===== config.mk =====
export PLATFORM = sky130hd
export DESIGN_NAME = iterlm_seq_ctrl_flat
export DESIGN_NICKNAME = d
export VERILOG_FILES = /design/src/rtl/iterlm_seq_ctrl_if.sv /design/src/rtl/iterlm_seq_ctrl.sv /design/src/flat_wrapper.sv
export SDC_FILE = /design/constraint.sdc
export NUM_CORES = 1
export LEC_CHECK = 0
export CAP_MARGIN = 20
export CORE_ASPECT_RATIO = 0.5
export CORE_MARGIN = 3
export CORE_UTILIZATION = 45
export CTS_CLUSTER_SIZE = 14
export DETAILED_ROUTE_END_ITERATION = 6
export PLACE_DENSITY = 0.6
export REMOVE_ABC_BUFFERS = 1
export SYNTH_ARGS = -nofsm -noshare
export SYNTH_HDL_FRONTEND = slang
export SYNTH_SLANG_ARGS = --single-unit

===== constraint.sdc =====
create_clock -name clk -period 11.9 [get_ports clk]
set_clock_uncertainty 0.15 [all_clocks]
set_input_delay 2.38 -clock clk [delete_from_list [all_inputs] [get_ports clk]]
set_output_delay 2.38 -clock clk [all_outputs]
set_load 0.01 [all_outputs]

===== src/rtl/iterlm_seq_ctrl_if.sv =====
// Operand/result handshake bundle for the iterative logarithmic multiplier controller.
// The master side is the operand source and result consumer. The slave side is the controller.
`timescale 1ns/1ps
interface iterlm_seq_ctrl_if #(
    parameter int N    = 16,
    parameter int ITER = 2
);
    localparam int CW = $clog2(ITER + 1);

    logic             in_valid;
    logic             in_ready;
    logic [N-1:0]     a;
    logic [N-1:0]     b;
    logic             out_valid;
    logic             out_ready;
    logic [2*N-1:0]   p;
    logic [CW-1:0]    iters_used;
    logic             exact;

    modport master (
        output in_valid, a, b, out_ready,
        input  in_ready, out_valid, p, iters_used, exact
    );

    modport slave (
        input  in_valid, a, b, out_ready,
        output in_ready, out_valid, p, iters_used, exact
    );
endinterface


===== src/rtl/iterlm_seq_ctrl.sv =====
// Sequential IterLM controller: Mitchell-style correction iterations on one shared 2N-bit adder,
// with one add per cycle.
`timescale 1ns/1ps
module iterlm_seq_ctrl #(
    parameter int N    = 16,
    parameter int ITER = 2
) (
    input  logic               clk,
    input  logic               rst,
    iterlm_seq_ctrl_if.slave   bus
);
    localparam int W  = 2 * N;
    localparam int KW = $clog2(N);
    localparam int CW = $clog2(ITER + 1);

    typedef enum logic [2:0] {IDLE, LOD, ADD1, ADD2, ACC, DONE} state_t;

    state_t          state_q, state_d;
    logic [N-1:0]    r1_q, r2_q, x1_q, x2_q;
    logic [KW-1:0]   k1_q, k2_q;
    logic [W-1:0]    tmp_q, acc_q, p_q;
    logic [CW-1:0]   cnt_q, iters_q;
    logic            exact_q;

    logic            in_ready, out_valid, accept, any_zero, last_iter;
    logic [W-1:0]    add_a, add_b, sum;
    logic [KW-1:0]   lod1, lod2;
    logic [KW:0]     ksum;
    logic [CW-1:0]   cnt_inc;

    function automatic logic [KW-1:0] lod(input logic [N-1:0] v);
        lod = '0;
        for (int i = 0; i < N; i++) begin
            if (v[i]) lod = KW'(i);
        end
    endfunction

    assign accept    = bus.in_valid && in_ready;
    assign any_zero  = (r1_q == '0) || (r2_q == '0);
    assign cnt_inc   = cnt_q + 1'b1;
    assign last_iter = (cnt_inc == CW'(ITER));
    assign lod1      = lod(r1_q);
    assign lod2      = lod(r2_q);
    assign ksum      = {1'b0, k1_q} + {1'b0, k2_q};
    assign sum       = add_a + add_b;

    always_ff @(posedge clk or posedge rst) begin
        if (rst) state_q <= IDLE;
        else     state_q <= state_d;
    end

    always_comb begin
        state_d = state_q;
        case (state_q)
            IDLE: if (accept) state_d = LOD;
            LOD:  state_d = any_zero ? DONE : ADD1;
            ADD1: state_d = ADD2;
            ADD2: state_d = ACC;
            ACC:  state_d = last_iter ? DONE : LOD;
            DONE: if (bus.out_ready) state_d = IDLE;
            default: state_d = IDLE;
        endcase
    end

    // Adder operands are forced to zero outside the three add states.
    always_comb begin
        in_ready  = 1'b0;
        out_valid = 1'b0;
        add_a     = '0;
        add_b     = '0;
        case (state_q)
            IDLE: in_ready = 1'b1;
            ADD1: begin
                add_a = W'(1) << ksum;
                add_b = W'(x1_q) << k2_q;
            end
            ADD2: begin
                add_a = tmp_q;
                add_b = W'(x2_q) << k1_q;
            end
            ACC: begin
                add_a = acc_q;
                add_b = tmp_q;
            end
            DONE: out_valid = 1'b1;
            default: ;
        endcase
    end

    always_ff @(posedge clk or posedge rst) begin
        if (rst) begin
            r1_q    <= '0;
            r2_q    <= '0;
            x1_q    <= '0;
            x2_q    <= '0;
            k1_q    <= '0;
            k2_q    <= '0;
            tmp_q   <= '0;
            acc_q   <= '0;
            cnt_q   <= '0;
            p_q     <= '0;
            iters_q <= '0;
            exact_q <= 1'b0;
        end else begin
            case (state_q)
                IDLE: if (accept) begin
                    r1_q  <= bus.a;
                    r2_q  <= bus.b;
                    acc_q <= '0;
                    cnt_q <= '0;
                end
                LOD: begin
                    if (any_zero) begin
                        p_q     <= acc_q;
                        iters_q <= cnt_q;
                        exact_q <= 1'b1;
                    end else begin
                        k1_q <= lod1;
                        k2_q <= lod2;
                        x1_q <= r1_q & ~(N'(1) << lod1);
                        x2_q <= r2_q & ~(N'(1) << lod2);
                    end
                end
                ADD1, ADD2: tmp_q <= sum;
                ACC: begin
                    acc_q <= sum;
                    r1_q  <= x1_q;
                    r2_q  <= x2_q;
                    cnt_q <= cnt_inc;
                    // Residues for the result flags are the post-update r1/r2, i.e. x1/x2.
                    if (last_iter) begin
                        p_q     <= sum;
                        iters_q <= cnt_inc;
                        exact_q <= (x1_q == '0) || (x2_q == '0);
                    end
                end
                default: ;
            endcase
        end
    end

    assign bus.in_ready   = in_ready;
    assign bus.out_valid  = out_valid;
    assign bus.p          = p_q;
    assign bus.iters_used = iters_q;
    assign bus.exact      = exact_q;
endmodule


===== src/flat_wrapper.sv =====
// flat-port wrapper written by rule: the top's interface ports become plain ports
module iterlm_seq_ctrl_flat 
#(
    parameter int N    = 16,
    parameter int ITER = 2
)
  (clk, rst, bus_in_valid, bus_a, bus_b, bus_out_ready, bus_in_ready, bus_out_valid, bus_p, bus_iters_used, bus_exact);
  iterlm_seq_ctrl_if #(.N(N), .ITER(ITER)) bus_i ();
  input  logic clk;
  input  logic rst;
  input wire logic [$bits(bus_i.in_valid)-1:0] bus_in_valid;
  input wire logic [$bits(bus_i.a)-1:0] bus_a;
  input wire logic [$bits(bus_i.b)-1:0] bus_b;
  input wire logic [$bits(bus_i.out_ready)-1:0] bus_out_ready;
  output wire logic [$bits(bus_i.in_ready)-1:0] bus_in_ready;
  output wire logic [$bits(bus_i.out_valid)-1:0] bus_out_valid;
  output wire logic [$bits(bus_i.p)-1:0] bus_p;
  output wire logic [$bits(bus_i.iters_used)-1:0] bus_iters_used;
  output wire logic [$bits(bus_i.exact)-1:0] bus_exact;
  assign bus_i.in_valid = bus_in_valid;
  assign bus_i.a = bus_a;
  assign bus_i.b = bus_b;
  assign bus_i.out_ready = bus_out_ready;
  assign bus_in_ready = bus_i.in_ready;
  assign bus_out_valid = bus_i.out_valid;
  assign bus_p = bus_i.p;
  assign bus_iters_used = bus_i.iters_used;
  assign bus_exact = bus_i.exact;
  iterlm_seq_ctrl #(.N(N), .ITER(ITER)) u_core (.clk(clk), .rst(rst), .bus(bus_i));
endmodule

==> implementation parameters, run 1 <==
Parameter                              Value

Setup path
  Required arrival time at the worst endpoint    12.06 ns
  Largest fanout on the critical path    57
  Reg2reg path depth    15
  Maximum cell stage delay along the critical path    0.68 ns
  Cells along the critical path    nor2_1 > nand2_4 > inv_2 > buf_4 > a221o_1 > ha_1 > fa_1 > a21o_2 > a221oi_2 > nand2_1 > a2111oi_2 > o31ai_1 > a21oi_1 > xor2_1 > o21ai_0
  Reg2reg setup slack    6.00 ns
  Cell with the biggest individual delay on the critical path    dfrtp_1
  Endpoint kind of the worst setup timing path    flop
  Crit path kind    reg2reg
  Startpoint kind of the worst setup timing path    flop
  Arrival time of data at the critical path endpoint    6.06 ns

Global route
  Antenna violations before repair    0
  Largest net degree at the start of global routing    69
  Remaining global-route overflow    0
  Total routing resource utilization after global routing    28.1%
  Vias in the first global route    9,924
  Met2 global-route usage    38.8%
  Global-route wire length before repair    60,300 µm
  Met1 routing resource usage after global routing    45.0%
  Grt peak-use layer    met1
  Met3 routing resource usage after global routing    5.41%

Timing
  Slew of the pin with the lowest slew margin    0.899 ns
  Clock period minus worst slack    5.90 ns
  Number of max-slew violations in the final report    0
  Number of setup violations in the final report    0
  Setup TNS    0 ns
  Period utilization    49.6%
  RSZ-0062 raised after global routing    no
  Number of hold violations in the final report    0
  Max Freq    0.169 GHz
  Minimum hold slack    0.329 ns
  Worst max-slew margin expressed relative to the limit    40.1%

Yosys
  Cell accounting for the most synthesized area    dfrtp_1
  Leading post-synthesis cells by cell area    dfrtp_1 38%, o21ai_0 8.6%, nand2_1 8.4%, mux2i_1 6.5%, ha_1 4.0%
  Share of the synthesized area in the top cell type    37.9%
  Number of synthesized flops with an enable pin    0
  Top FF cell, synth    dfrtp_1
  Number of distinct library cells after synthesis    70
  Sequential cell area fraction in the yosys report    37.9%
  Fraction of registers with async set/reset    100%
  Yosys Warn Count    0
  Synthesized area    0.0116 mm²
  Synthesis-stage register bit count    176
  Gate count of the mapped netlist    1,391
  Mean instance size in the synthesized netlist    8.34 µm²

Floorplan
  Floorplan die width    233 µm
  Effective utilization at floorplan    47.0%
  Die ar.    0.0279 mm²
  Core outline area    0.0247 mm²
  Placement row count    40
  Number of primary I/O pins    73
  Die Ht    120 µm

Power and ir drop
  Leakage Power    5.96 nW
  P per Cell Area    256 mW/mm²
  Maximum resistive drop on vdd    124 µV
  Sum of internal, switching and leakage power    3.36 mW

Cells and area
  Layout-stage area growth over the synthesis result    13.3%
  Most frequent standard cell in the layout excluding fill and tap cells    nand2_1
  Count of placed standard cells in the final layout, fillers left out    1,760
  Fill cell total of the finished layout    2,360
  Count of antenna diodes in the layout    0
  Final #Nets    1,486
  Proportion of layout cells with a drive suffix above 1    6.32%
  Final cell area excluding filler cells    0.0131 mm²
  Commonest non-fill, non-tap cells in the layout    257 x nand2_1, 199 x o21ai_0, 176 x dfrtp_1

Detailed routing
  Wire per inst    21.9 µm
  Antenna violation net count after detailed routing    0
  Via Count    10,839
  Remaining DRCs    0
  Total length of routed wires    38,600 µm
  Initial detailed-routing violation count    1,087
  Mean number of vias per cell    6.16
  Detailed-routing iteration count for the pre-antenna-repair pass    6

Placement
  # placed instances    1,728
  Routability congestion estimate from global placement    0.992
  Post-DP HPWL    28,300 µm
  Port-buffer cells    72
  Dpl cell area    0.0126 mm²

Flow run
  Max-cap check violation count    0

Clock tree
  CTS sink cnt    176
  CTS tree    yes
  Root buffer cell    clkbuf_16
  CTS clk-pin slew, worst paths    0.07 ns
  Total number of H-tree levels    4
  Count of cells resized by post-cts repair    0
  Clock latency reported for the late side of the worst-skew pair    0.47 ns
  Post-CTS Setup Repair Bufs    0
  Clock tree buffer depth    2
  Number of hold buffers added after cts    0
  Number of CTS-inserted buffers    17

Run status
  Status    complete, no violations

Min path
  Hold-critical path depth    2
  Hold WC Path Type    reg2reg
==> worst paths after layout <==
| kind | from | end |
|---|---|---|
| max | u_core.state_q[0] | u_core.bus.p[30] |
| min | u_core.bus.p[7] | u_core.bus.p[7] |
| max reg2reg | u_core.state_q[0] | u_core.bus.p[30] |
| min reg2reg | u_core.bus.p[7] | u_core.bus.p[7] |
| max in group asynchronous | rst | u_core.tmp_q[26] |
| min in group asynchronous | rst | u_core.r1_q[7] |
==> sequential cells by signal, summed over array words and instances, names as in the netlist <==
name	count
u_core.r1_q	16
u_core.acc_q	32
u_core.bus.iters_used	2
u_core.bus.exact	1
u_core.r2_q	16
u_core.state_q	3
u_core.cnt_q	2
u_core.bus.p	32
u_core.x1_q	16
u_core.x2_q	16
u_core.tmp_q	32
u_core.k1_q	4
u_core.k2_q	4
==> routing by layer <==
layer / routed length [µm] / vias up
met5: 0 / -
met4: 454 / 0
met3: 2810 / 47
met2: 15700 / 418
met1: 19600 / 5274
li1: - / 5100
==> layout make-up <==
| cell class | instances | area [µm²] | share of cell area (%) |
|---|---|---|---|
| repair buffers | 91 | 863 | 6.57 |
| flip-flops and latches | 176 | 4400 | 33.5 |
| clock inverters | 14 | 156 | 1.19 |
| well taps | 336 | 420 | 3.20 |
| multi-input cells | 1098 | 6770 | 51.5 |
| clock buffers | 18 | 429 | 3.26 |
| inverters | 27 | 106 | 0.809 |
==> critical path, delay by kind of cell (launching register included) <==
kind | cells | cell delay (ns)
AO/OA/AOI/OAI | 7 | 2.29
AND/OR/NAND/NOR | 3 | 0.96
buffers and inverters | 2 | 0.71
flip-flops | 1 | 0.68
adder cells (fa/ha/maj) | 2 | 0.68
XOR/XNOR | 1 | 0.24
==> cell usage after synthesis (all sizes together) (9+ instances only) <==
cell type  number
xnor2          15
ha             37
o21a            9
clkbuf         74
o211ai         12
a22oi          43
o31ai           9
a31oi          14
a21oi          78
nand2b         13
nor3           23
nor4           16
dfrtp         176
nand2         259
inv            25
a221o          11
o311ai          9
xor2           17
buf            16
a21o           25
nand4          11
mux2           12
a211oi         14
mux2i          75
nor2b          10
o21ai         202
nor2           84
nand3          18
==> cells by family after synthesis <==
group           share of synthesized area, %
mux                                     8.41
fa+ha+maj                               4.33
simple gates                            17.2
buf+inv                                 4.01
flops                                   37.9
compound gates                          25.6
xor+xnor                                2.41
==> through the flow <==
stage	setup WS [ns]	util (%)
6_report	6.00	53.3
5_1_grt	5.65	53.3
4_1_cts	6.11	53.3
3_5_place_dp	6.20	50.9
3_3_place_gp	6.39	50.9
2_1_floorplan	4.60	-
==> power by group <==
part | total [mW] | internal (mW) | leakage (nW) | switching, mW
combinational | 1.70 | 0.593 | 3.36 | 1.10
clock | 0.578 | 0.312 | 0.286 | 0.266
sequential | 1.09 | 0.802 | 2.31 | 0.287
No activity file was read; power rests on OpenSTA's default activity.
==> inputs of run 2 (changes only) <==
- PLACE_DENSITY: 0.6 -> 0.63
- clock period: 11.9 -> 5.1 ns (I/O delays scaled with it)
==> run 2 against run 1 <==
Compared with the run above: total power increased by 130%; final cell count up 1.1%; hold slack better by 0.0018 ns; critical endpoint is now u_core.acc_q[28]; largest power group unchanged.
==> implementation parameters, run 2 (synthesis gave the netlist of run 1 again) <==
Parameter                              Value

Power and ir drop
  Sum of internal, switching and leakage power    7.87 mW
  P per Cell Area    591 mW/mm²
  Maximum resistive drop on vdd    326 µV
  Leakage Power    6.03 nW

Timing
  Clock period minus worst slack    4.92 ns
  Slew of the pin with the lowest slew margin    0.971 ns
  Number of max-slew violations in the final report    0
  RSZ-0062 raised after global routing    no
  Worst max-slew margin expressed relative to the limit    34.8%
  Number of hold violations in the final report    0
  Max Freq    0.203 GHz
  Minimum hold slack    0.331 ns
  Number of setup violations in the final report    0
  Setup TNS    0 ns
  Period utilization    96.5%

Setup path
  Startpoint of the most critical setup path    u_core.k2_q[1]
  Arrival time of data at the critical path endpoint    5.07 ns
  Required arrival time at the worst endpoint    5.25 ns
  Cell with the biggest individual delay on the critical path    o21ai_0
  Crit path kind    reg2reg
  Reg2reg setup slack    0.18 ns
  Reg-to-reg critical path startpoint    u_core.k2_q[1]
  Cells along the critical path    buf_4 > mux2_2 > o21ai_0 > nor2_1 > a21oi_1 > mux2i_1 > a221o_1 > ha_1 > nand4_1 > or2_2 > nor4_2 > a2111oi_4 > o31ai_1 > a21oi_1 > xor2_1 > o21ai_0
  Startpoint kind of the worst setup timing path    flop
  Endpoint kind of the worst setup timing path    flop
  Maximum cell stage delay along the critical path    0.51 ns
  Largest fanout on the critical path    14

Global route
  Remaining global-route overflow    0
  Vias in the first global route    10,109
  Antenna violations before repair    0
  Largest net degree at the start of global routing    84
  Total routing resource utilization after global routing    28.3%
  Global-route wire length before repair    60,500 µm

Detailed routing
  Total length of routed wires    38,700 µm
  Wire per inst    21.8 µm
  Detailed-routing iteration count for the pre-antenna-repair pass    6
  Remaining DRCs    0
  Antenna violation net count after detailed routing    0
  Via Count    10,805
  Initial detailed-routing violation count    1,077
  Mean number of vias per cell    6.07

Clock tree
  Post-CTS Setup Repair Bufs    0
  Total number of H-tree levels    4
  CTS clk-pin slew, worst paths    0.07 ns
  Number of CTS-inserted buffers    17
  Root buffer cell    clkbuf_16
  CTS sink cnt    176
  Number of hold buffers added after cts    0
  CTS tree    yes
  Clock tree buffer depth    2
  Clock latency reported for the late side of the worst-skew pair    0.46 ns

Cells and area
  Area of the multi-input gates    0.00680 mm²
  Count of placed standard cells in the final layout, fillers left out    1,779
  Most frequent standard cell in the layout excluding fill and tap cells    nand2_1
  Count of antenna diodes in the layout    0
  Commonest non-fill, non-tap cells in the layout    258 x nand2_1, 199 x o21ai_0, 176 x dfrtp_1
  Fill cell total of the finished layout    2,302
  Final #Nets    1,505
  Layout-stage area growth over the synthesis result    14.7%
  Register area    0.00440 mm²
  Proportion of layout cells with a drive suffix above 1    7.62%

Floorplan
  Number of primary I/O pins    73
  Floorplan die width    233 µm
  Core outline area    0.0247 mm²
  Die ar.    0.0279 mm²
  Placement row count    40
  Effective utilization at floorplan    47.0%
  Die Ht    120 µm

Placement
  Routability congestion estimate from global placement    0.994
  Post-DP HPWL    29,300 µm
  Port-buffer cells    72
  # placed instances    1,746

Flow run
  Max-cap check violation count    0

Run status
  Status    complete, no violations

Min path
  Start point of the worst hold path    u_core.bus.p[10]
  Hold WC Path Type    reg2reg
-- run 2: cell count changes in the layout (fill, tap and decap cells not counted), moves of 2 or more --
cell,before,now
inv_6,5,3
clkinv_4,5,2
buf_4,19,36
clkbuf_8,0,2
clkinvlp_4,1,4
-- run 2: per-layer routing --
layer / GRT usage (%) / vias to the layer above / share of wire [%]
met1: 45.3 / 5319 / 52
li1: - / 5115 / -
met5: 0 / - / 0
met3: 6.05 / 23 / 7.1
met4: 5.45 / 0 / 0.97
met2: 38.7 / 348 / 40
-- run 2: area by class of cell --
| type | count | area share (%) |
|---|---|---|
| well taps | 336 | 3.16 |
| inverters | 27 | 0.799 |
| clock buffers | 21 | 3.46 |
| repair buffers | 110 | 7.70 |
| multi-input cells | 1098 | 51.0 |
| clock inverters | 11 | 0.789 |
| flip-flops and latches | 176 | 33.1 |
-- run 2: critical path, delay by kind of cell, from the launching register on --
kind / cells / cell delay, ns
and+or+nand+nor: 4 / 0.91
adders and majority gates: 1 / 0.37
buffers and inverters: 1 / 0.24
AOI/OAI and AO/OA: 7 / 1.91
muxes: 2 / 0.50
xor gates and xnor gates: 1 / 0.26
DFF: 1 / 0.41
-- run 2: report_power, final --
part | switching (mW) | leakage (nW) | internal (mW) | total [mW]
Clock | 0.598 | 0.266 | 0.700 | 1.30
Combinational | 2.62 | 3.46 | 1.45 | 4.07
Sequential | 0.626 | 2.31 | 1.87 | 2.50
Total | 3.84 | 6.03 | 4.02 | 7.87
-- run 2: per-stage QoR --
| step | instance area [µm²] | util (%) | setup WS (ns) |
|---|---|---|---|
| finish | 13300 | 54.0 | 0.179 |
| global route | 13300 | 54.0 | 0.000615 |
| CTS | 13300 | 53.8 | 0.207 |
| detailed placement | 12700 | 51.5 | 0.252 |
| global placement | 12700 | 51.5 | 0.298 |
| floorplan | 11200 | - | -1.64 |
-- run 2: path summary, 6_finish.rpt --
| check | to | cells past startpoint |
|---|---|---|
| setup / recovery | u_core.acc_q[28] | 16 |
| hold / removal | u_core.bus.p[10] | 2 |
| setup reg to reg | u_core.acc_q[28] | 16 |
| hold reg to reg | u_core.bus.p[10] | 2 |
| max in group asynchronous | u_core.tmp_q[17] | 3 |
| min in group asynchronous | u_core.r1_q[3] | 2 |
-- run 2: timing repair --
| item | in CTS | in global routing |
|---|---|---|
| gates resized for setup | 0 | 4 |
| endpoints found under the setup margin | 0 | 9 |
| endpoints found under the hold margin | 0 | 0 |
